### src/rtl/tff_pkg.sv
// Shared definitions for the toggle-flop counter controller.
package tff_pkg;

  localparam int TFF_DEFAULT_WIDTH = 8;

  typedef enum logic [1:0] {
    IDLE = 2'd0,
    RUN  = 2'd1,
    DONE = 2'd2
  } state_e;

endpackage

### src/rtl/tff_cell.sv
// Single toggle flip-flop with synchronous clear; flips its state whenever t is high.
module tff_cell (
  input  logic clk,
  input  logic rst,
  input  logic t,
  output logic q
);

  always_ff @(posedge clk) begin
    if (rst) q <= 1'b0;
    else     q <= q ^ t;
  end

endmodule

### src/rtl/tff_count_ctrl.sv
// Up/down counter built from a bank of toggle flops; the controller only decides
// which bits toggle each cycle (load, count, wrap, hold) from a small IDLE/RUN/DONE FSM.
module tff_count_ctrl
  import tff_pkg::*;
#(
  parameter int WIDTH = TFF_DEFAULT_WIDTH
) (
  input  logic             clk,
  input  logic             rst,
  input  logic             start,
  input  logic             stop,
  input  logic             up_dn,
  input  logic             cont,
  input  logic [WIDTH-1:0] mod_val,
  output logic [WIDTH-1:0] count,
  output logic             tc,
  output logic             busy,
  output logic             done
);

  state_e             r_state;
  state_e             w_stateNext;
  logic               r_capUp;
  logic               r_capCont;
  logic [WIDTH-1:0]   r_capMod;
  logic [WIDTH-1:0]   w_count;
  logic [WIDTH-1:0]   w_toggle;
  logic [WIDTH-1:0]   w_incToggle;
  logic [WIDTH-1:0]   w_decToggle;
  logic               w_terminal;

  // Ripple toggle chains: bit i toggles when all lower bits are 1 (up) or all 0 (down).
  always_comb begin : toggleChain
    logic upAll;
    logic dnAll;
    w_incToggle = '0;
    w_decToggle = '0;
    upAll       = 1'b1;
    dnAll       = 1'b1;
    for (int i = 0; i < WIDTH; i++) begin
      w_incToggle[i] = upAll;
      w_decToggle[i] = dnAll;
      upAll          = upAll & w_count[i];
      dnAll          = dnAll & ~w_count[i];
    end
  end

  assign w_terminal = r_capUp ? (w_count == r_capMod) : (w_count == '0);

  always_comb begin
    w_stateNext = r_state;
    w_toggle    = '0;
    unique case (r_state)
      IDLE: begin
        if (start) begin
          w_toggle    = w_count ^ (up_dn ? '0 : mod_val);
          w_stateNext = RUN;
        end
      end
      RUN: begin
        if (stop) begin
          w_stateNext = IDLE;
        end else if (w_terminal) begin
          // At terminal count is either mod_val (up) or 0 (down), so these toggles wrap it.
          if (r_capCont) w_toggle = r_capUp ? w_count : r_capMod;
          else           w_stateNext = DONE;
        end else begin
          w_toggle = r_capUp ? w_incToggle : w_decToggle;
        end
      end
      DONE:    w_stateNext = IDLE;
      default: w_stateNext = IDLE;
    endcase
  end

  always_ff @(posedge clk) begin
    if (rst) begin
      r_state   <= IDLE;
      r_capUp   <= 1'b0;
      r_capCont <= 1'b0;
      r_capMod  <= '0;
    end else begin
      r_state <= w_stateNext;
      if (r_state == IDLE && start) begin
        r_capUp   <= up_dn;
        r_capCont <= cont;
        r_capMod  <= mod_val;
      end
    end
  end

  for (genvar g = 0; g < WIDTH; g++) begin : g_cell
    tff_cell u_cell (
      .clk (clk),
      .rst (rst),
      .t   (w_toggle[g]),
      .q   (w_count[g])
    );
  end

  assign count = w_count;
  assign tc    = (r_state == RUN) && w_terminal;
  assign busy  = (r_state == RUN);
  assign done  = (r_state == DONE);

endmodule

### config.mk
export PLATFORM = sky130hd
export DESIGN_NAME = tff_count_ctrl
export DESIGN_NICKNAME = d
export VERILOG_FILES = /design/src/rtl/tff_pkg.sv /design/src/rtl/tff_cell.sv /design/src/rtl/tff_count_ctrl.sv
export SDC_FILE = /design/constraint.sdc
export NUM_CORES = 1
export LEC_CHECK = 0
export ABC_CLOCK_PERIOD_IN_PS = 3200
export CAP_MARGIN = 20
export CORE_MARGIN = 10
export CORE_UTILIZATION = 52
export DETAILED_ROUTE_END_ITERATION = 8
export MAX_ROUTING_LAYER = met4
export PLACE_DENSITY = 0.9
export SYNTH_ARGS = -nofsm -noshare
export SYNTH_HDL_FRONTEND = slang
export SYNTH_SLANG_ARGS = --single-unit
### constraint.sdc
create_clock -name clk -period 3.2 [get_ports clk]
set_clock_uncertainty 0.15 [all_clocks]
set_input_delay 0.64 -clock clk [delete_from_list [all_inputs] [get_ports clk]]
set_output_delay 0.64 -clock clk [all_outputs]
set_load 0.005 [all_outputs]
* Yosys cells after proc, flatten, opt, wreduce, memory -nomap -nowiden *
Index checks and enable logic that the tools add are counted.

storage, ports and cells
  input bits = 14
  word-level logic and storage cells = 65
  register bits = 20
  output and inout port bits = 11

cells by class
  mux-type cells = 14
  bitwise operators = 28
  reductions and logical operators = 5
  equal/unequal tests = 6

operators with widths
  cell                                                  count
  two-way mux 8 bit                                     7
  case mux 8 bit (2 select lines)                       1
  bitwise AND 1 bit                                     12
  equality test 8 bit                                   1
  logical NOT 8 bit                                     1
  two-way mux 2 bit                                     4
  XOR 1 bit                                             8
  XOR 8 bit                                             1
  inverter 1 bit                                        7
  case mux 2 bit (2 select lines)                       1
  != test 3 x 2 -> 1 bit (second input constant)        1
  != test 3 bit (second input constant)                 1
  AND reduction 3 bit                                   1
  equality test 2 x 1 -> 1 bit (second input constant)  1
  equality test 2 bit (second input constant)           1
  logical AND 1 bit                                     2
  logical NOT 2 bit                                     1
  != test 2 bit (second input constant)                 1
  two-way mux 1 bit                                     1

* Longest topological paths before layout *
  word-level depth = 12
  depth in mapped cells = 8
  mapped depth without buffers = 6

* Cells and area by module *
A second synthesis with hierarchy kept.

second synthesis, totals
  cell total of the unflattened synthesis = 173
  area, all modules = 1436.4 µm²

modules (own cells, without submodules)
  module          area an instance (µm²)  cells each  times used  sequential area each (µm²)
  tff_count_ctrl  1176.1                  149         1           240.2
  tff_cell        32.5                    3           8           20.0

* Worst setup path before layout *
No wires, ideal clock.

  path kind = reg2reg
  from = register r_capUp
  to = register g_cell[3].u_cell.q
  path slack = 719 ps
  buffers on the path = 2
  setup time = 121 ps
  arrival time = 2210 ps
  stages on the path, launching flop included = 9
  data required time = 2929 ps
  period minus slack after synthesis = 2481 ps
  path through = dfxtp_1 buf_6 or4_4 or2_1 nand2b_4 and2_4 buf_6 a221oi_1 mux2_2

between the ends
  cells in the longest elaborated chain, start to end = 6
  elaborated cells between the ends (all ways) = 8
  classes of those cells = 7 x mux; 1 x bitwise

RTL lines
  element                              line                  RTL
  start, declared                      tff_count_ctrl.sv:23  logic r_capUp;
  start signal, assigned               tff_count_ctrl.sv:85  r_capUp <= up_dn;
  two-way mux 8 bit (2 in a row)       tff_count_ctrl.sv:65  if (r_capCont) w_toggle = r_capUp ? w_count : r_capMod;
  two-way mux 8 bit (*)                tff_count_ctrl.sv:63  end else if (w_terminal) begin
  two-way mux 8 bit (*)                tff_count_ctrl.sv:61  if (stop) begin
  case mux 8 bit (2 select lines) (*)  tff_count_ctrl.sv:53  unique case (r_state)
  XOR 1 bit (*)                        tff_cell.sv:11        else q <= q ^ t;
  end signal, assigned                 tff_cell.sv:11
  end, declared                        tff_cell.sv:6         output logic q

Mark *: on every way between the ends. The rest lies on a longest branch, timed or not.
A chain may end at the register's enable or synchronous reset.

* Final worst setup path *
  from = register r_capUp
  to = output tc

between the ends
  cells in the longest elaborated chain, start to end = 2

RTL lines
  element            line                   RTL
  two-way mux 1 bit  tff_count_ctrl.sv:48   assign w_terminal = r_capUp ? (w_count == r_capMod) : (w_count == '0);
  logical AND 1 bit  tff_count_ctrl.sv:102  assign tc = (r_state == RUN) && w_terminal;
  end, declared      tff_count_ctrl.sv:16   output logic tc,

Every way passes these cells.

==> impl_metrics.env <==
export IMPL_worstMarginPinSlew_ns=0.5546
export IMPL_grt_pass1_wl_um=6134
export IMPL_ant_nets=0
export IMPL_arrival_ns=2.33
export IMPL_crit_chain="or4_4 > or2_1 > nand2b_4 > nand2_2 > and2_1 > clkdlybuf4s50_1"
export IMPL_insertion_delay_ns=0.32
export IMPL_grtUsageTotal_pct=14.84
export IMPL_ys_seq_elements=20
export IMPL_cp_num_buf_inv=1
export IMPL_place_hpwl_um=2754
export IMPL_cts_sinks=20
export IMPL_via_count=1392
export IMPL_final_cell_mix="nand2_1, clkdlybuf4s50_1, a21oi_1, dfxtp_1, nor2_1"
export IMPL_period_share_pct=97.63
export IMPL_clk_pin_slew_ns=0.12
export IMPL_ios=25
export IMPL_start_kind="register"
export IMPL_dieWidth_um=72.63
export IMPL_synth_edf_count=0
export IMPL_fmaxAchievable_mhz=320.1
export IMPL_grt_overflow_total=0
export IMPL_avgViaCountPerCell=6.079
export IMPL_die_h_um=72.63
export IMPL_wire_per_inst_um=16.67
export IMPL_min_path_type="register to register"
export IMPL_dieArea_mm2=0.005274
export IMPL_fillCellCount=247
export IMPL_clock_root_buffer="clkbuf_4"
export IMPL_wirelength_um=3817
export IMPL_drtPass1Iterations=4
export IMPL_worstPathRequired_ns=2.41
export IMPL_slowest_stage="or4_4"
export IMPL_crit_fanout=5
export IMPL_gp_congestion=0.9545
export IMPL_rr_startpoint="r_capUp"
export IMPL_start_util_pct=53.14
export IMPL_max_clock_path_buffers=2
export IMPL_setup_worst_path_start="r_capUp"
export IMPL_avgSynthCellArea_um2=7.784
export IMPL_seqCellArea_um2=404.1
export IMPL_htree_levels=1
export IMPL_async_flop_share_pct=0
export IMPL_fin_util_pct=62.33
export IMPL_hp_start="r_capMod[2]"
export IMPL_grt_max_degree=18
export IMPL_end_kind="primary output"
export IMPL_synth_flop_cell="dfxtp_1"
export IMPL_cts_tree="done"
export IMPL_drt_initial_drc_count=72
export IMPL_ys_types=42
export IMPL_multi_input_area_um2=905.9
export IMPL_power_density_mw_per_mm2=505.0
export IMPL_drt_drc_violations_left=0
export IMPL_layout_commonest_cell="nand2_1"
export IMPL_nets=213
export IMPL_ys_warn_count=0
export IMPL_finalSetupViolations=0
export IMPL_core_mm2=0.002710
export IMPL_hold_violations=0
export IMPL_antenna_found_initial=0
export IMPL_syn_area_mm2=0.001440
export IMPL_cts_hold_buf=0
export IMPL_max_cap_viol_count=0
export IMPL_antennaDiodeCount=0
export IMPL_critical_path_class="register to primary output"
export IMPL_numCtsBuffers=3
export IMPL_port_buffers=24
export IMPL_slew_violations=0
export IMPL_synth_nets=199
export IMPL_syn_to_final_growth_pct=17.29
export IMPL_ir_drop_mv=0.3313
export IMPL_max_stage_delay_ns=0.54
export IMPL_fin_hold_ws_ns=0.3548
export IMPL_core_rowCount=19
export IMPL_fin_crit_ns=3.124
export IMPL_drive_above_1_share_pct=12.12
export IMPL_synthCells=185
export IMPL_static_leakage_power_nw=0.6415
export IMPL_yosysSeqAreaShare_pct=27.80
export IMPL_grt_pass1_vias=1323
export IMPL_outcome="complete, no violations"
export IMPL_slew_headroom_pct=62.07
export IMPL_cp_top_family="simple AND/OR/NAND/NOR gates"
[per-layer routing]
| metal | GRT usage (%) | vias to the layer above | wire (um) | part of all wire, % |
|---|---|---|---|---|
| met2 | 22.93 | 76 | 1752 | 46 |
| met5 | - | - | 0 | 0 |
| met1 | 17.70 | 637 | 1586 | 42 |
| li1 | - | 661 | - | - |
| met3 | 4.218 | 18 | 332 | 8.7 |
| met4 | 5.907 | 0 | 145 | 3.8 |
[sequential cells by signal (all words and copies together) (netlist names)]
signal           cells
r_capMod             8
r_capUp              1
g_cell.u_cell.q      8
r_capCont            1
r_state              2
[Yosys cell counts (all sizes together), types with 2 or more instances]
master	number	share of area (%)
dfxtp	20	28
nor4	3	1.3
nand2b	5	2.7
nand4	3	1.3
nor2b	8	3.5
nand2	28	7.3
buf	12	6.3
nand3	3	1.0
xor2	8	4.9
nand3b	4	2.1
o21ai	4	1.4
nor3	2	0.70
mux2i	8	5.6
and2	4	1.9
a211oi	5	2.6
a31oi	2	0.87
clkbuf	11	2.9
nor2	10	2.6
mux2	7	5.7
a21oi	19	6.6
or4	2	1.3
xnor2	4	2.4
[metrics by stage]
| stage | cells | setup WS, ns | setup TNS (ns) | instance area [um^2] | total power [mW] |
|---|---|---|---|---|---|
| final | 229 | 0.07582 | 0 | 1689 | 0.8531 |
| after detailed placement | 224 | 0.3864 | 0 | 1639 | 0.6916 |
| after floorplan | 185 | 0.7190 | 0 | 1440 | 0.5979 |
| after global placement | 224 | 0.4151 | 0 | 1639 | 0.6848 |
| after global routing | 229 | -0.001259 | -0.001259 | 1689 | 0.9045 |
| after CTS | 228 | 0.02070 | 0 | 1675 | 0.8460 |
[repair_timing]
item,in CTS,in global routing
setup endpoints to repair,0,1
setup buffers,0,1
gates resized for setup,0,3
[kinds of logic (layout without fill, tap and decap cells)]
family,count (synthesis),in the layout,share of synthesized area (%)
simple gates,76,76,27.72
buf+inv,24,37,9.469
flops,20,20,27.80
mux,15,15,11.29
compound gates,38,38,16.42
xor+xnor,12,12,7.298
[power breakdown]
part | leakage (nW) | switching (mW) | total [mW] | internal, mW
clock | 0.0210 | 0.0829 | 0.153 | 0.0696
combinational | 0.456 | 0.182 | 0.374 | 0.192
sequential | 0.165 | 0.0481 | 0.327 | 0.279
[worst min-delay path, cell delays in order, from the launching register on]
cell and delay [ns]:
dfxtp_1 0.35, nand2_1 0.06, a21oi_1 0.06
[worst paths after layout]
| kind | endpoint | slack (ns) | cells past startpoint |
|---|---|---|---|
| worst max register to register | g_cell[7].u_cell.q | 0.54 | 5 |
| worst max-delay path | tc | 0.08 | 6 |
| worst min-delay path | r_capMod[2] | 0.35 | 2 |
| worst min register to register | r_capMod[2] | 0.35 | 2 |
[final cells by class]
type | count | share of cell area, %
well taps | 31 | 2.296
inverters | 1 | 0.2222
clock buffers | 4 | 2.148
repair buffers | 32 | 17.78
multi-input cells | 141 | 53.63
flip-flops and latches | 20 | 23.93
Power figures use the tool's default switching activity.
